--- config.mk ---
export PLATFORM = sky130hd
export DESIGN_NAME = enemy_fleet_ctrl
export DESIGN_NICKNAME = d
export VERILOG_FILES = /design/src/rtl/enemy_fleet_ctrl.sv
export SDC_FILE = /design/constraint.sdc
export NUM_CORES = 1
export LEC_CHECK = 0
export BUFFER_PORTS_ARGS = -buffer_cell sky130_fd_sc_hd__buf_2
export CAP_MARGIN = 10
export CORE_MARGIN = 3
export CORE_UTILIZATION = 25
export CTS_CLUSTER_SIZE = 40
export DETAILED_ROUTE_END_ITERATION = 12
export GPL_TIMING_DRIVEN = 0
export PLACE_DENSITY = 0.55
export REMOVE_ABC_BUFFERS = 1
export SYNTH_ARGS = -nofsm -noshare
export SYNTH_HDL_FRONTEND = slang
export SYNTH_SLANG_ARGS = --single-unit
--- constraint.sdc ---
create_clock -name frame_clk -period 2.6 [get_ports frame_clk]
set_clock_uncertainty 0.2 [all_clocks]
set_input_delay 0.26 -clock frame_clk [delete_from_list [all_inputs] [get_ports frame_clk]]
set_output_delay 0.26 -clock frame_clk [all_outputs]
set_load 0.005 [all_outputs]
--- src/rtl/enemy_fleet_ctrl.sv ---
// Fleet march controller: paces the shared enemy step strobe, picks the march
// direction with a one-step look-ahead at the screen edges, and halts on win/loss.
module enemy_fleet_ctrl #(
   parameter int LEFT_BOUND  = 16,
   parameter int RIGHT_BOUND = 623,
   parameter int STEP_X      = 4,
   parameter int INVADE_Y    = 400,
   parameter int MIN_PERIOD  = 2,
   parameter int SPEED_SHIFT = 2
) (
   input  logic       frame_clk,
   input  logic       Reset,
   input  logic       start,
   input  logic [5:0] alive_count,
   input  logic [9:0] fleet_min_x,
   input  logic [9:0] fleet_max_x,
   input  logic [9:0] fleet_max_y,
   output logic       enemy_move,
   output logic       enemy_direction_X,
   output logic       enemy_direction_Y,
   output logic       fleet_invaded,
   output logic       fleet_cleared
);

   typedef enum logic [1:0] {IDLE, MARCH, HALT} state_t;

   localparam logic [10:0] RIGHT_LIM = 11'(RIGHT_BOUND);
   localparam logic [10:0] LEFT_LIM  = 11'(LEFT_BOUND + STEP_X);
   localparam logic [10:0] INV_LIM   = 11'(INVADE_Y);
   localparam logic [10:0] STEP11    = 11'(STEP_X);

   state_t     state_q;
   logic [7:0] cnt_q, cnt_d;
   logic       move_q, dirx_q, diry_q, inv_q, clr_q;

   logic [7:0] period;
   logic       term, turn_r, turn_l, invaded;

   assign period  = 8'(MIN_PERIOD) + ({2'b00, alive_count} >> SPEED_SHIFT);
   // >= rather than == so a shrinking period never strands the counter;
   // the move_q gate keeps strobes apart even when period is 1.
   assign term    = (cnt_q >= (period - 8'd1)) && !move_q;
   assign cnt_d   = cnt_q + 8'd1;
   assign turn_r  = dirx_q && (({1'b0, fleet_max_x} + STEP11) > RIGHT_LIM);
   assign turn_l  = !dirx_q && ({1'b0, fleet_min_x} < LEFT_LIM);
   assign invaded = {1'b0, fleet_max_y} >= INV_LIM;

   always_ff @(posedge frame_clk or negedge Reset) begin
      if (!Reset) begin
         state_q <= IDLE;
         cnt_q   <= 8'd0;
         move_q  <= 1'b0;
         dirx_q  <= 1'b0;
         diry_q  <= 1'b0;
         inv_q   <= 1'b0;
         clr_q   <= 1'b0;
      end else begin
         move_q <= 1'b0;
         diry_q <= 1'b0;
         case (state_q)
            IDLE: begin
               if (start) begin
                  state_q <= MARCH;
                  cnt_q   <= 8'd0;
                  dirx_q  <= 1'b0;
               end
            end
            MARCH: begin
               if (alive_count == 6'd0) begin
                  state_q <= HALT;
                  clr_q   <= 1'b1;
               end else if (invaded) begin
                  state_q <= HALT;
                  inv_q   <= 1'b1;
               end else if (term) begin
                  cnt_q  <= 8'd0;
                  move_q <= 1'b1;
                  // Turn and descend on the same strobe: a diagonal inward step.
                  if (turn_r) begin
                     dirx_q <= 1'b0;
                     diry_q <= 1'b1;
                  end else if (turn_l) begin
                     dirx_q <= 1'b1;
                     diry_q <= 1'b1;
                  end
               end else begin
                  cnt_q <= cnt_d;
               end
            end
            default: ;
         endcase
      end
   end

   assign enemy_move        = move_q;
   assign enemy_direction_X = dirx_q;
   assign enemy_direction_Y = diry_q;
   assign fleet_invaded     = inv_q;
   assign fleet_cleared     = clr_q;

endmodule

After elaboration in Yosys (flattened, before gate mapping) --
Cells that the tools add are included.
Operators by class: add/sub/neg operators 4, magnitude comparators 4, equality and inequality tests 7, mux-type cells 26, bitwise operators 1, reduce and logical (&&, ||, !) cells 13
Operator list (number):
- $mux W8 | 4
- $mux W1 | 16
- $pmux W8 S2 | 1
- $add A10 B3 Y11 const B | 1
- $gt A11 B10 Y1 const B | 1
- $ge A10 B9 Y1 const B | 1
- $lt A10 B5 Y1 const B | 1
- $add A8 B1 Y8 const B | 1
- $ge A8 B8 Y1 | 1
- $ne A2 B2 Y1 const B | 4
- $logic_not A6 Y1 | 1
- $mux W2 | 3
- $ne A3 B3 Y1 const B | 2
- $reduce_and A3 Y1 | 2
- $reduce_and A6 Y1 | 1
- $sub A5 B1 Y6 const B | 1
- $add A2 B4 Y5 const A | 1
- $pmux W2 S2 | 1
- $reduce_and A4 Y1 | 1
- $logic_and A1 B1 Y1 | 3
- $eq A2 B1 Y1 const B | 1
- $logic_not A1 Y1 | 2
- $logic_not A2 Y1 | 1
- $pmux W1 S2 | 1
- 3 further kinds | 3
Word-level totals: register bits 15, input port bits 39, word-level logic and storage cells 62

Longest topological paths before layout --
word-level depth 8, gate-level depth with buffers 9

Worst setup path before layout --
OpenSTA, ideal clock, no wires.
path kind input to register, start point input port alive_count[2], end point register cnt_q[4], setup time 0.077 ns, data arrival time 1.676 ns, required time 2.323 ns, slack 0.646 ns, cell stages on the path 8, buffers on the path 0, cells stage by stage ha_1 -> xnor2_1 -> ha_1 -> a21oi_1 -> o21ai_0 -> a41o_1 -> o21a_2 -> a21oi_1
On the way: cells in the longest elaborated chain, start to end 8
RTL lines:
- start, declared | RTL line 14 | input logic [5:0] alive_count,
- $add A2 B4 Y5 | RTL line 39 | assign period = 8'(MIN_PERIOD) + ({2'b00, alive_count} >> SPEED_SHIFT);
- $sub A5 B1 Y6 | RTL line 42 | assign term = (cnt_q >= (period - 8'd1)) && !move_q;
- $ge A8 B8 Y1 | RTL line 42
- $logic_and A1 B1 Y1 | RTL line 42
- $mux W8 | RTL line 75 | end else if (term) begin
- $mux W8 | RTL line 72 | end else if (invaded) begin
- $mux W8 | RTL line 69 | if (alive_count == 6'd0) begin
- $pmux W8 S2 | RTL line 60 | case (state_q)
- end signal, assigned | RTL line 87 | cnt_q <= cnt_d;
- end, declared | RTL line 33 | logic [7:0] cnt_q, cnt_d;
Parallel ways exist; a longest one is shown, timed or not. The select of a mux whose other input is x is not followed. A chain may end at the register's enable or synchronous reset.

Worst setup path after layout --
start point register cnt_q[2], end point register cnt_q[6]
On the way: cells in the longest elaborated chain, start to end 6
RTL lines (RTL line):
- $ge A8 B8 Y1 | 42
- $logic_and A1 B1 Y1 | 42
- $mux W8 (*) | 75
- $mux W8 (*) | 72
- $mux W8 (*) | 69
- $pmux W8 S2 (*) | 60
Every way passes the cells marked *; elsewhere a longest branch is shown, timed or not. The select of a mux whose other input is x is not followed.

==> summary.txt <==
Run status
  – Outcome: complete, no violations

Floorplanning
  – FP Rows: 24
  – DIE AREA: 5672 um^2
  – Core Region: 4504 um^2
  – Die Span Y: 75.32 um
  – Starting density of the core: 26.67%
  – I/O pins: 44
  – Die X: 75.32 um

STA
  – Hold Fails Final Rpt: 0
  – Relative slew margins: 76.28%
  – Worst Tran Pin Value: 0.3557 ns
  – Tcrit/Tclk final: 77.99%
  – Fin crit period: 2.028 ns
  – F_max: 493.1 MHz
  – RSZ-0062 raised after global routing: false
  – Final TNS setup: 0 ns
  – Final setup viols: 0
  – Slew Viols, Final: 0

Clock network
  – Post-cts repair resize count: 0
  – H-tree depth: 1
  – Num CTS Buffers: 3
  – # hold bufs at CTS: 1
  – CTS tree: yes
  – Latest clock arrival within the worst-skew pair: 0.26 ns
  – Clk sinks: 15
  – Post-CTS setup buffers: 0
  – Clock buffer depth: 2
  – Clock slew at reported path FFs: 0.07 ns
  – Clk root buf: clkbuf_8

Route
  – Vias per inst: 4.951
  – Detailed Routing Iterations Pass 1: 4
  – Routed WL: 2738 um
  – Post-route ant nets: 0
  – Wire length per cell: 12.12 um
  – DRT iter0 DRCs: 36
  – Vias: 1,119
  – DRC errors left: 0

Global routing
  – First-pass GRT wire length: 4519 um
  – Initial antenna violation count: 0
  – Met3 usage: 2.375%
  – Top Usage Layer GRT: met2
  – Vias in the first global route: 1,049
  – Tot GR Track Use: 10.21%
  – Gr ovfl total: 0
  – Pin count of the biggest net entering global routing: 16
  – M2 GR Usage: 17.07%
  – Met1 usage: 13.40%

Placed design
  – DP HPWL: 2270 um
  – Final GP Congestion: 0.7646
  – IO Port Bufs: 37

Finish
  – Area delta synth->final: 25.73%
  – Nets: 224
  – Fraction of layout cells with a size suffix above 1: 29.89%
  – N_diodes: 0
  – Post-Route Utilization: 33.53%

Critical path
  – Worst-path cell chain: ha_1, a21oi_1, o21ai_0, a41o_1, o21a_2, a21oi_1
  – Cells on worst reg2reg path: 6
  – Crit Path Class: register to register
  – Startpoint types: register
  – Worst R2R Start: cnt_q[2]
  – Crit path launch: cnt_q[2]
  – Critical path data arrival time: 2.01 ns
  – Reg2Reg Capture Point: cnt_q[6]
  – Crit path max fanout: 7
  – Crit. End Element: register
  – Worst setup endpoint: cnt_q[6]
  – CP required: 2.58 ns
  – Slowest stage cell, crit path: dfrtp_1
  – Slowest stage delay, CP: 0.46 ns
  – Reg2reg setup slack: 0.57 ns
  – CP dominant cell by count: a21oi_1

Yosys
  – Post-Synth XOR/XNOR Area: 3.646%
  – Number of synthesis warnings: 0
  – Compound-Gate Fraction of Synth Area: 24.90%
  – EDFF count, synth: 0
  – Seq cells post-synth: 15
  – Post-Synth Adder-Cell Area: 10.42%
  – Post-synth ARST share: 100.0%
  – Avg Inst Size Synth: 9.100 um^2
  – Synth unique cells: 44
  – Mapped cell area: 1201 um^2
  – Post-synthesis simple-gate area fraction: 26.35%
  – Post-synthesis mux area share: 0%
  – Synth Flop Type: dfrtp_1
  – Post-synthesis sequential area ratio: 31.25%
  – Post-Synthesis Cells: 132
  – Largest family of logic cells by synthesized area: simple AND/OR/NAND/NOR gates

Min path
  – HP Start: start
  – Min-delay worst type: input port to register

Power
  – Cell leakage power: 0.7014 nW
  – PwrDens: 344.1 nW/um^2
  – Max VDD drop: 0.1257 mV

Flow run
  – Max Cap Viol: 0
[report_power, final]
group / internal, mW / switching, mW / total (mW)
sequential: 0.233 / 0.0000756 / 0.233
combinational: 0.0391 / 0.0453 / 0.0844
clock: 0.108 / 0.0937 / 0.202
total: 0.381 / 0.139 / 0.520
[Yosys cell counts (all sizes together) (2+ instances only)]
master | number | area share (%)
xnor2 | 3 | 2.2
dfrtp | 15 | 31
xor2 | 2 | 1.5
nor3 | 4 | 1.7
nand3 | 11 | 4.6
a41o | 2 | 1.7
nor2b | 2 | 1.0
inv | 11 | 3.4
nor3b | 2 | 1.2
or4 | 2 | 1.2
or3 | 2 | 1.0
or2 | 2 | 1.0
and3 | 2 | 1.0
a21oi | 9 | 4.1
and2 | 2 | 1.3
and4b | 2 | 1.7
nor2 | 4 | 1.2
nand3b | 3 | 1.9
o21ai | 10 | 4.2
nand2 | 10 | 3.1
nand4 | 3 | 1.6
ha | 10 | 10
[routing by layer]
metal	part of all wire (%)	up-vias	wire, um
met2	44	34	1200
met3	5.6	3	152
met5	0	-	0
met1	50	497	1359
li1	-	585	-
met4	0.95	0	26
[worst min-delay path by stage]
stage                 end  slack (ns)  cells after the start
6_report       state_q[0]        0.10                      3
5_1_grt        state_q[0]        0.13                      3
4_1_cts        state_q[0]        0.09                      3
3_5_place_dp     cnt_q[5]      -0.009                      1
3_3_place_gp     cnt_q[5]       -0.01                      1
2_1_floorplan    cnt_q[0]       -0.24                      0
[state kept, by name (all words and copies together) (netlist names)]
signal and cells:
fleet_cleared 1, enemy_move 1, fleet_invaded 1, state_q 2
cnt_q 8, enemy_direction_X 1, enemy_direction_Y 1
[stage by stage]
| stage | power (mW) | cell area (um^2) | instances | setup WS (ns) | hold WS, ns |
|---|---|---|---|---|---|
| after global routing | 0.5484 | 1510 | 226 | 0.4200 | 0.1265 |
| final | 0.5196 | 1510 | 226 | 0.5722 | 0.1028 |
| after floorplan | 0.2773 | 1201 | 132 | 0.6462 | -0.2356 |
| after global placement | 0.3208 | 1451 | 221 | 0.3571 | -0.01112 |
| after CTS | 0.5269 | 1510 | 226 | 0.5571 | 0.09368 |
| after detailed placement | 0.3221 | 1451 | 221 | 0.3384 | -0.008744 |
[critical path, delay by kind of cell (launching register included)]
kind / cells / cell delay, ns
adders and majority gates: 1 / 0.34
AOI/OAI and AO/OA: 5 / 0.94
DFF: 1 / 0.46
[cell families after synthesis]
| group | Yosys count |
|---|---|
| xor+xnor | 5 |
| fa+ha+maj | 10 |
| simple gates | 55 |
| flops | 15 |
| compound gates | 36 |
| buf+inv | 11 |
[placed cells by master, fill, tap and decap left out, types with 3 or more instances in the layout]
cell / Yosys / final
o21ai_0: 10 / 10
inv_1: 11 / 11
xnor2_1: 3 / 3
ha_1: 10 / 10
buf_2: 0 / 37
nand2_1: 10 / 10
nor2_1: 4 / 4
a21oi_1: 8 / 8
dfrtp_1: 15 / 15
nand3_1: 11 / 11
nor3_1: 4 / 4
clkbuf_8: 0 / 3
nand4_1: 3 / 3
nand3b_1: 3 / 3
[cell type report]
class / instances / area, um^2
Fill cell: 477 / 2994
Tap cell: 52 / 65.06
Clock buffer: 3 / 41.29
Sequential cell: 15 / 375.4
Clock inverter: 1 / 7.507
Timing Repair Buffer: 38 / 195.2
Multi-Input combinational cell: 106 / 784.5
Inverter: 11 / 41.29
No activity file was read; power rests on OpenSTA's default activity.
